**src/rtl/rv_pkg.sv**
```systemverilog
// Shared encodings for the RV32I multi-cycle control path.
// Opcodes, mux selects, opcode classes and sequencer states.
package rv_pkg;

    localparam logic [6:0] OP_LUI    = 7'b0110111;
    localparam logic [6:0] OP_AUIPC  = 7'b0010111;
    localparam logic [6:0] OP_JAL    = 7'b1101111;
    localparam logic [6:0] OP_JALR   = 7'b1100111;
    localparam logic [6:0] OP_BRANCH = 7'b1100011;
    localparam logic [6:0] OP_LOAD   = 7'b0000011;
    localparam logic [6:0] OP_STORE  = 7'b0100011;
    localparam logic [6:0] OP_IMM    = 7'b0010011;
    localparam logic [6:0] OP_REG    = 7'b0110011;
    localparam logic [6:0] OP_SYSTEM = 7'b1110011;

    localparam logic [2:0] IMM_I    = 3'd0;
    localparam logic [2:0] IMM_S    = 3'd1;
    localparam logic [2:0] IMM_B    = 3'd2;
    localparam logic [2:0] IMM_U    = 3'd3;
    localparam logic [2:0] IMM_J    = 3'd4;
    localparam logic [2:0] IMM_NONE = 3'd7;

    localparam logic [1:0] PC_PLUS4  = 2'd0;
    localparam logic [1:0] PC_ALU    = 2'd1;
    localparam logic [1:0] PC_BRANCH = 2'd2;

    localparam logic [1:0] WB_ALU  = 2'd0;
    localparam logic [1:0] WB_LOAD = 2'd1;
    localparam logic [1:0] WB_LINK = 2'd2;

    localparam logic [1:0] SRC_A_RS1  = 2'd0;
    localparam logic [1:0] SRC_A_PC   = 2'd1;
    localparam logic [1:0] SRC_A_ZERO = 2'd2;

    localparam logic SRC_B_RS2 = 1'b0;
    localparam logic SRC_B_IMM = 1'b1;

    localparam logic [1:0] ALU_ADD    = 2'd0;
    localparam logic [1:0] ALU_FUNCT  = 2'd1;
    localparam logic [1:0] ALU_BRANCH = 2'd2;

    localparam logic [1:0] TRAP_NONE    = 2'd0;
    localparam logic [1:0] TRAP_ILLEGAL = 2'd1;
    localparam logic [1:0] TRAP_SYSTEM  = 2'd2;

    localparam logic [3:0] CLS_R       = 4'd0;
    localparam logic [3:0] CLS_OPIMM   = 4'd1;
    localparam logic [3:0] CLS_LOAD    = 4'd2;
    localparam logic [3:0] CLS_STORE   = 4'd3;
    localparam logic [3:0] CLS_BRANCH  = 4'd4;
    localparam logic [3:0] CLS_JAL     = 4'd5;
    localparam logic [3:0] CLS_JALR    = 4'd6;
    localparam logic [3:0] CLS_LUI     = 4'd7;
    localparam logic [3:0] CLS_AUIPC   = 4'd8;
    localparam logic [3:0] CLS_SYSTEM  = 4'd9;
    localparam logic [3:0] CLS_ILLEGAL = 4'd10;

    typedef enum logic [2:0] {
        S_FETCH,
        S_DECODE,
        S_EXEC,
        S_MEM,
        S_WB,
        S_TRAP
    } state_e;

endpackage

```
**src/rtl/rv_opcode_class.sv**
```systemverilog
// Opcode classifier: instr[6:0] to class, immediate format and trap flags.
// Purely combinational; shared with the single-cycle decoder.
module rv_opcode_class
    import rv_pkg::*;
(
    input  logic [6:0] opcode,
    output logic [3:0] cls,
    output logic [2:0] imm_sel,
    output logic       illegal,
    output logic       system
);

    // Map each opcode to its class; unknown opcodes are illegal.
    always_comb begin
        cls     = CLS_ILLEGAL;
        imm_sel = IMM_NONE;
        illegal = 1'b1;
        system  = 1'b0;
        unique case (1'b1)
            (opcode == OP_REG): begin
                cls     = CLS_R;
                illegal = 1'b0;
            end
            (opcode == OP_IMM): begin
                cls     = CLS_OPIMM;
                imm_sel = IMM_I;
                illegal = 1'b0;
            end
            (opcode == OP_LOAD): begin
                cls     = CLS_LOAD;
                imm_sel = IMM_I;
                illegal = 1'b0;
            end
            (opcode == OP_JALR): begin
                cls     = CLS_JALR;
                imm_sel = IMM_I;
                illegal = 1'b0;
            end
            (opcode == OP_STORE): begin
                cls     = CLS_STORE;
                imm_sel = IMM_S;
                illegal = 1'b0;
            end
            (opcode == OP_BRANCH): begin
                cls     = CLS_BRANCH;
                imm_sel = IMM_B;
                illegal = 1'b0;
            end
            (opcode == OP_LUI): begin
                cls     = CLS_LUI;
                imm_sel = IMM_U;
                illegal = 1'b0;
            end
            (opcode == OP_AUIPC): begin
                cls     = CLS_AUIPC;
                imm_sel = IMM_U;
                illegal = 1'b0;
            end
            (opcode == OP_JAL): begin
                cls     = CLS_JAL;
                imm_sel = IMM_J;
                illegal = 1'b0;
            end
            (opcode == OP_SYSTEM): begin
                cls     = CLS_SYSTEM;
                illegal = 1'b0;
                system  = 1'b1;
            end
            default: begin
                cls     = CLS_ILLEGAL;
                illegal = 1'b1;
            end
        endcase
    end

endmodule

```
**src/rtl/rv_multicycle_ctrl.sv**
```systemverilog
// Multi-cycle RV32I control sequencer: FETCH/DECODE/EXEC/MEM/WB/TRAP.
// Outputs decode from state and opcode; strobes are forced low in rst.
module rv_multicycle_ctrl
    import rv_pkg::*;
(
    input  logic        clk,
    input  logic        rst,
    input  logic [31:0] instr,
    input  logic        mem_ready,
    input  logic        branch_taken,
    output logic        mem_req,
    output logic        mem_we,
    output logic        mem_addr_sel,
    output logic        pc_we,
    output logic [1:0]  pc_src,
    output logic        ir_we,
    output logic [2:0]  imm_sel,
    output logic [1:0]  alu_src_a,
    output logic        alu_src_b,
    output logic [1:0]  alu_op,
    output logic        reg_we,
    output logic [1:0]  wb_sel,
    output logic        retire,
    output logic        halted,
    output logic [1:0]  trap_cause
);

    state_e     state_q;
    state_e     state_d;
    logic [1:0] cause_q;
    logic [1:0] cause_d;

    logic [3:0] cls;
    logic [2:0] dec_imm;
    logic       dec_illegal;
    logic       dec_system;

    logic       mem_req_c;
    logic       mem_we_c;
    logic       mem_addr_sel_c;
    logic       pc_we_c;
    logic       ir_we_c;
    logic       reg_we_c;
    logic       retire_c;

    rv_opcode_class u_class (
        .opcode  (instr[6:0]),
        .cls     (cls),
        .imm_sel (dec_imm),
        .illegal (dec_illegal),
        .system  (dec_system)
    );

    // State and latched trap cause; the cause is only written on trap entry.
    always_ff @(posedge clk) begin
        if (rst) begin
            state_q <= S_FETCH;
            cause_q <= TRAP_NONE;
        end else begin
            state_q <= state_d;
            cause_q <= cause_d;
        end
    end

    // Next-state and datapath controls for the current state and class.
    always_comb begin
        state_d        = state_q;
        cause_d        = cause_q;
        mem_req_c      = 1'b0;
        mem_we_c       = 1'b0;
        mem_addr_sel_c = 1'b0;
        pc_we_c        = 1'b0;
        pc_src         = PC_PLUS4;
        ir_we_c        = 1'b0;
        imm_sel        = IMM_NONE;
        alu_src_a      = SRC_A_RS1;
        alu_src_b      = SRC_B_RS2;
        alu_op         = ALU_ADD;
        reg_we_c       = 1'b0;
        wb_sel         = WB_ALU;
        retire_c       = 1'b0;

        unique case (state_q)
            S_FETCH: begin
                mem_req_c = 1'b1;
                if (mem_ready) begin
                    ir_we_c = 1'b1;
                    pc_we_c = 1'b1;
                    state_d = S_DECODE;
                end
            end

            S_DECODE: begin
                imm_sel = dec_imm;
                if (dec_system) begin
                    state_d = S_TRAP;
                    cause_d = TRAP_SYSTEM;
                end else if (dec_illegal) begin
                    state_d = S_TRAP;
                    cause_d = TRAP_ILLEGAL;
                end else begin
                    state_d = S_EXEC;
                end
            end

            S_EXEC: begin
                imm_sel = dec_imm;
                state_d = S_WB;
                unique case (cls)
                    CLS_R: begin
                        alu_op = ALU_FUNCT;
                    end
                    CLS_OPIMM: begin
                        alu_src_b = SRC_B_IMM;
                        alu_op    = ALU_FUNCT;
                    end
                    CLS_LOAD, CLS_STORE: begin
                        alu_src_b = SRC_B_IMM;
                        state_d   = S_MEM;
                    end
                    CLS_BRANCH: begin
                        alu_op   = ALU_BRANCH;
                        retire_c = 1'b1;
                        state_d  = S_FETCH;
                        if (branch_taken) begin
                            pc_we_c = 1'b1;
                            pc_src  = PC_BRANCH;
                        end
                    end
                    CLS_JAL, CLS_AUIPC: begin
                        alu_src_a = SRC_A_PC;
                        alu_src_b = SRC_B_IMM;
                    end
                    CLS_JALR: begin
                        alu_src_b = SRC_B_IMM;
                    end
                    CLS_LUI: begin
                        alu_src_a = SRC_A_ZERO;
                        alu_src_b = SRC_B_IMM;
                    end
                    default: begin
                        state_d = S_FETCH;
                    end
                endcase
            end

            S_MEM: begin
                imm_sel        = dec_imm;
                mem_req_c      = 1'b1;
                mem_addr_sel_c = 1'b1;
                mem_we_c       = (cls == CLS_STORE);
                if (mem_ready) begin
                    if (cls == CLS_STORE) begin
                        retire_c = 1'b1;
                        state_d  = S_FETCH;
                    end else begin
                        state_d  = S_WB;
                    end
                end
            end

            S_WB: begin
                imm_sel  = dec_imm;
                reg_we_c = 1'b1;
                retire_c = 1'b1;
                state_d  = S_FETCH;
                if (cls == CLS_LOAD) begin
                    wb_sel = WB_LOAD;
                end else if (cls == CLS_JAL || cls == CLS_JALR) begin
                    wb_sel  = WB_LINK;
                    pc_we_c = 1'b1;
                    pc_src  = PC_ALU;
                end
            end

            S_TRAP: begin
                state_d = S_TRAP;
            end

            default: begin
                state_d = S_FETCH;
            end
        endcase
    end

    // Strobes and status are silenced for the whole reset cycle.
    always_comb begin
        mem_req      = mem_req_c & ~rst;
        mem_we       = mem_we_c & ~rst;
        mem_addr_sel = mem_addr_sel_c & ~rst;
        pc_we        = pc_we_c & ~rst;
        ir_we        = ir_we_c & ~rst;
        reg_we       = reg_we_c & ~rst;
        retire       = retire_c & ~rst;
        halted       = (state_q == S_TRAP) & ~rst;
        trap_cause   = rst ? TRAP_NONE : cause_q;
    end

endmodule

```
**config.mk**
```make
export PLATFORM = sky130hd
export DESIGN_NAME = rv_multicycle_ctrl
export DESIGN_NICKNAME = d
export VERILOG_FILES = /design/src/rtl/rv_pkg.sv /design/src/rtl/rv_opcode_class.sv /design/src/rtl/rv_multicycle_ctrl.sv
export SDC_FILE = /design/constraint.sdc
export NUM_CORES = 1
export LEC_CHECK = 0
export ABC_AREA = 1
export CAP_MARGIN = 20
export CORE_ASPECT_RATIO = 1.25
export CORE_MARGIN = 2
export CORE_UTILIZATION = 35
export CTS_BUF_LIST = sky130_fd_sc_hd__clkbuf_16
export DETAILED_ROUTE_END_ITERATION = 16
export HOLD_SLACK_MARGIN = 0.1
export PLACE_DENSITY = 0.93
export SLEW_MARGIN = 20
export SYNTH_ARGS = -nofsm -noshare
export SYNTH_HDL_FRONTEND = slang
export SYNTH_SLANG_ARGS = --single-unit
```
**constraint.sdc**
```tcl
create_clock -name clk -period 2.7 [get_ports clk]
set_input_delay 0.54 -clock clk [delete_from_list [all_inputs] [get_ports clk]]
set_output_delay 0.54 -clock clk [all_outputs]
set_load 0.01 [all_outputs]
```
Yosys cells after proc, flatten, opt, wreduce, memory -nomap -nowiden

Cells that the tools add are included.

Register bits after elaboration: 5
Logic and storage cells: 95
Input port bits: 36

Muxes and demuxes: 43
Reduce and logical (&&, ||, !) cells: 15
Equal/unequal tests: 26
Bitwise operators: 9

Operator list:

| cell               | count |
|---|---|
| $pmux 4 s10        | 1 |
| $pmux 3 s5         | 2 |
| $eq 7x7->1 const B | 4 |
| $eq 7x6->1 const B | 3 |
| $mux 2             | 10 |
| $mux 1             | 18 |
| $mux 3             | 6 |
| $eq 4x3->1 const B | 4 |
| $eq 7x5->1 const B | 2 |
| $pmux 2 s2         | 3 |
| $reduce_or 10->1   | 1 |
| $reduce_or 2->1    | 5 |
| $and 1x1->1        | 8 |
| $eq 4x2->1 const B | 2 |
| $eq 7x2->1 const B | 1 |
| $reduce_or 7->1    | 1 |
| $eq 3x2->1 const B | 2 |
| $eq 3x3->1 const B | 2 |
| $pmux 1 s3         | 2 |
| $pmux 3 s2         | 1 |
| $reduce_or 6->1    | 1 |
| $eq 4x1->1 const B | 1 |
| $eq 4x4->1 const B | 1 |
| $logic_not 4->1    | 1 |
| 9 further kinds    | 11 |

Logic depth before layout (Yosys ltp)

Depth after elaboration: 8
Gate-level depth with buffers: 12

Cells and area by module

From an unflattened synthesis, not the netlist that was laid out.

Cells, all modules: 173
Area total of the unflattened synthesis: 875.8 µm²

By module, submodules not included:

| module             | sequential area each (µm²) | cells an instance | area an instance (µm²) | times used |
|---|---|---|---|---|
| rv_multicycle_ctrl | 100.1                      | 113               | 568.0                  | 1 |
| rv_opcode_class    | 0.0                        | 60                | 307.8                  | 1 |

Worst setup path after synthesis

OpenSTA, ideal clock, no wires.

Kind: input to output
Start point: input instr[1]
End point: output pc_src[1]
Stages: 10
Arrival time: 1.475 ns
Slack: 0.685 ns
Required time: 2.160 ns
Cells stage by stage: nand2_2 -> nor2_4 -> inv_1 -> nor2_1 -> nor2_2 -> nand2_2 -> inv_2 -> nor2_2 -> nand4_1 -> nor2_1

Longest elaborated chain between the ends: 5

Ends and longest elaborated chain:

| what                               | line                      | RTL |
|---|---|---|
| from (decl)                        | rv_multicycle_ctrl.sv:8   | `input logic [31:0] instr,` |
| $eq 7x7->1 (tied with other cells) | rv_opcode_class.sv:64     | `(opcode == OP_SYSTEM): begin` |
| $pmux 4 s10 (*)                    | rv_opcode_class.sv:19     | `unique case (1'b1)` |
| $eq 4x3->1 (*)                     | rv_multicycle_ctrl.sv:109 | `unique case (cls)` |
| $mux 2 (*)                         | rv_multicycle_ctrl.sv:109 |  |
| $pmux 2 s2 (*)                     | rv_multicycle_ctrl.sv:83  | `unique case (state_q)` |
| to (decl)                          | rv_multicycle_ctrl.sv:15  | `output logic [1:0] pc_src,` |

Every way passes the cells marked *; elsewhere a longest branch is shown, timed or not.

Final worst setup path

Start point: input instr[3]
End point: output pc_src[1]

The elaborated chain is that of the path after synthesis.

==> summary by stage <==
Worst setup path
In this run the critical register-to-register path is captured at state_q[0]$_SDFFE_PP0P_. The critical path endpoint category is a primary output. STA puts the critical path data arrival time at 2.07 ns. The number of cells on the worst reg-to-reg path is 7. Walking the worst path, the cells encountered are dlygate4sd2_1, inv_2, nand2_2, nor2_4, buf_6, nand2_2, nand2_2, nor2_1, nand2_2, inv_2, nor2_2, nand4_1, nor2_1, buf_2. The beginning of the critical path is instr[3]. The largest individual stage delay along the critical path comes from the cell dlygate4sd2_1. The cell family contributing the most delay on the critical path is simple AND/OR/NAND/NOR gates.

The critical path class is input pin to primary output. The register-to-register setup slack is 1.39 ns. Counting both buffers and inverters, the worst setup path holds a total of 5. The maximum fanout encountered on the critical timing path is 6. For the worst setup path, the data required time is 2.16 ns. In this design, the critical path's most frequently occurring cell is nand2_2. For this run, the slowest stage of the critical path takes 0.27 ns. The worst setup path is launched from an input pin. In this run the critical register-to-register path is launched from state_q[2]$_SDFFE_PP0P_.

Run status
The run finished with clean final reports.

Timing
The number of hold-slack violations in the final timing report was 0. The time the worst path needs with I/O delays and setup is 2.61 ns. For the pin with the worst max-slew slack, the measured transition is 0.361 ns. The post-route clock skew is 0.000334 ns. The final-layout setup total negative slack is 0 ns.

The final-layout worst hold slack is 0.451 ns. The count of pins over their slew limit came to 0. Setup violations remaining at the end of the flow were counted as 0. The maximum operating frequency is 0.382 GHz. The post-route fraction of the period consumed by the critical path is 0.968.

The normalized max-slew margin is 0.758.

Drt
For this run, design rule violations remaining after detail routing come to 0. The detailed-router iteration count before antenna repair is 4. The routed design has 2530 um of wire. The routed design uses 113 um of met3 wire. The routed wirelength normalized by instance count is 11.6 um. The DRC violation total after the first TritonRoute iteration is 21. The amount of wire on met2 after detailed routing is 1380 um.

Dividing the detail-routed via count by the number of cells gives 5.08. In the final routing, the length of wire on met1 measures 927 um. The remaining antenna violation count after routing is 0. The final route contains 1107 vias. The highest metal layer used by the detailed router is met4.

Pwr
The standby leakage power is 0.000748 uW. For this design the ratio of total power to cell area is 362 nW/um2. VDD sags by at most 247 uV.

Run
The tool flagged a number of max-cap violations equal to 0.

Placement
The number of placed instances, taps included, is 207. Input and output buffers added on the ports amount to 32. The placer congestion estimate is 0.944. The half-perimeter wire length after detailed placement is 1770 um.

Global route
Global routing finished with a remaining overflow of 0. In the global route stage, overall resource usage came out at 0.219. The number of antenna violations at the first check in global routing came to 0. The first global-routing pass estimated 3860 um of wire. Entering global routing, the biggest net connects 12 pins.

The number of global-route vias before repair is 940.

Layout
Of the cells placed in the final design, the portion with a size suffix greater than 1 is 0.278. The number of antenna repair diodes is 0. The synthesis-to-layout area growth is 89.7%. At the end of the flow the core is filled with cells to 0.693.

The finished layout holds 218 standard cells, fillers aside. The top cell types in the final layout, fill and taps aside, are nand2_1 (27), inv_1 (27), buf_4 (25). The number of nets in the layout is 235.

Min path
For hold timing, the worst endpoint is cause_q[1]$_SDFFE_PP0P_. The path type of the worst min-delay path is register to register. The worst hold path begins at cause_q[1]$_SDFFE_PP0P_.

The worst hold path was traced through 2 stages.

Clocking
The clock passes through at most 2 buffers. The clock root buffer is clkbuf_16. CTS built an H-tree with a depth of 1. The clock buffer count from CTS is 3. The total number of clock tree sinks is 5. The source-to-sink clock delay at the later pin of the worst-skew pair is 0.23 ns. After clock tree synthesis, the clock-pin slew on the worst setup and hold paths is 0.03 ns. The number of hold buffers added after CTS was 0. The clock tree from TritonCTS is done.

Floorplanning
The total die area is 2400 um2. The die extent in x is 44.2 um. The number of core rows is 18. The starting density of the core is 0.365. The core footprint is 1940 um2. The die is 54.2 um tall.

The I/O pin count is 58.

Synth
The cell area after technology mapping is 707 um2. The net count of the mapped netlist is 173. The total of flip-flops plus latches after synthesis is 5.

Counting every instance in the synthesized netlist gives 137. Synthesis instantiated 23 different standard cells from the library. After synthesis, the mean cell area works out to 5.16 um2. The number of synthesis warnings is 0. The register area share after synthesis is 0.142.
## metal layers
| layer | track usage | vias up |
|---|---|---|
| li1 | - | 553 |
| met1 | 0.219 | 492 |
| met2 | 0.429 | 47 |
| met3 | 0.0264 | 15 |
| met4 | 0.126 | 0 |
| met5 | 0 | - |
## synthesized netlist by cell type (all sizes together)
| library cell | count | share of area |
|---|---|---|
| a41oi | 1 | 0.012 |
| nor2 | 28 | 0.18 |
| a21oi | 5 | 0.035 |
| nor3b | 1 | 0.011 |
| or2 | 2 | 0.018 |
| o311ai | 1 | 0.012 |
| clkbuf | 1 | 0.0053 |
| o221ai | 1 | 0.012 |
| o21ai | 5 | 0.035 |
| nand4 | 7 | 0.062 |
| inv | 29 | 0.15 |
| nand2 | 38 | 0.23 |
| nand3 | 9 | 0.064 |
| nor3 | 2 | 0.014 |
| a211oi | 1 | 0.011 |
| dfxtp | 5 | 0.14 |
| clkinv | 1 | 0.0053 |
## flip-flops by register name (all words and copies together) (netlist names)
name     cells
state_q      3
cause_q      2
## worst max path at each step
stage / to / slack, ns / cells past startpoint
3_3_place_gp: pc_src[1] / -0.35 / 12
4_1_cts: pc_src[1] / -0.07 / 13
3_5_place_dp: pc_src[1] / -0.37 / 13
5_1_grt: alu_op[1] / -0.03 / 15
6_report: pc_src[1] / 0.09 / 14
2_1_floorplan: pc_src[1] / 0.69 / 10
## where the power goes
part	internal (uW)	total (uW)	switching (uW)
combinational	70.8	157	86.4
clock	192	239	47.1
sequential	84.5	89.1	4.64
total	347	485	138
## timing repair
item / in CTS / in global routing
resized for setup: 37 / 7
endpoints found under the setup margin: 15 / 12
cloned: 0 / 0
pin swaps: 8 / 6
setup buffers: 6 / 1
## final cells by class
type | instances | area, um2
Fill cell | 166 | 596
Multi-Input combinational cell | 101 | 520
Inverter | 30 | 113
Clock buffer | 3 | 75.1
Timing Repair Buffer | 58 | 504
Tap cell | 20 | 25.0
Clock inverter | 1 | 3.75
Sequential cell | 5 | 100
## metrics by stage
| stage | worst slack, ns | total power (uW) | area, um2 |
|---|---|---|---|
| after global placement | -0.346 | 238 | 1190 |
| final | 0.0854 | 485 | 1340 |
| after global routing | -0.0271 | 509 | 1340 |
| after detailed placement | -0.368 | 240 | 1190 |
| after CTS | -0.0705 | 482 | 1320 |
| after floorplan | 0.685 | 176 | 707 |
## logic make-up (layout without fill, tap and decap cells)
group / after synthesis / count (layout) / synth area share
flip-flops: 5 / 5 / 0.142
buffers and inverters: 31 / 92 / 0.165
AO/OA/AOI/OAI: 14 / 14 / 0.119
AND/OR/NAND/NOR: 87 / 87 / 0.575
## worst register-to-register path, delay by kind of cell (launching register included)
family | cells | cell delay (ns)
and+or+nand+nor | 5 | 0.63
buffers and inverters | 2 | 0.31
DFF | 1 | 0.33
Note: power is estimated with default switching activity, not from simulation.
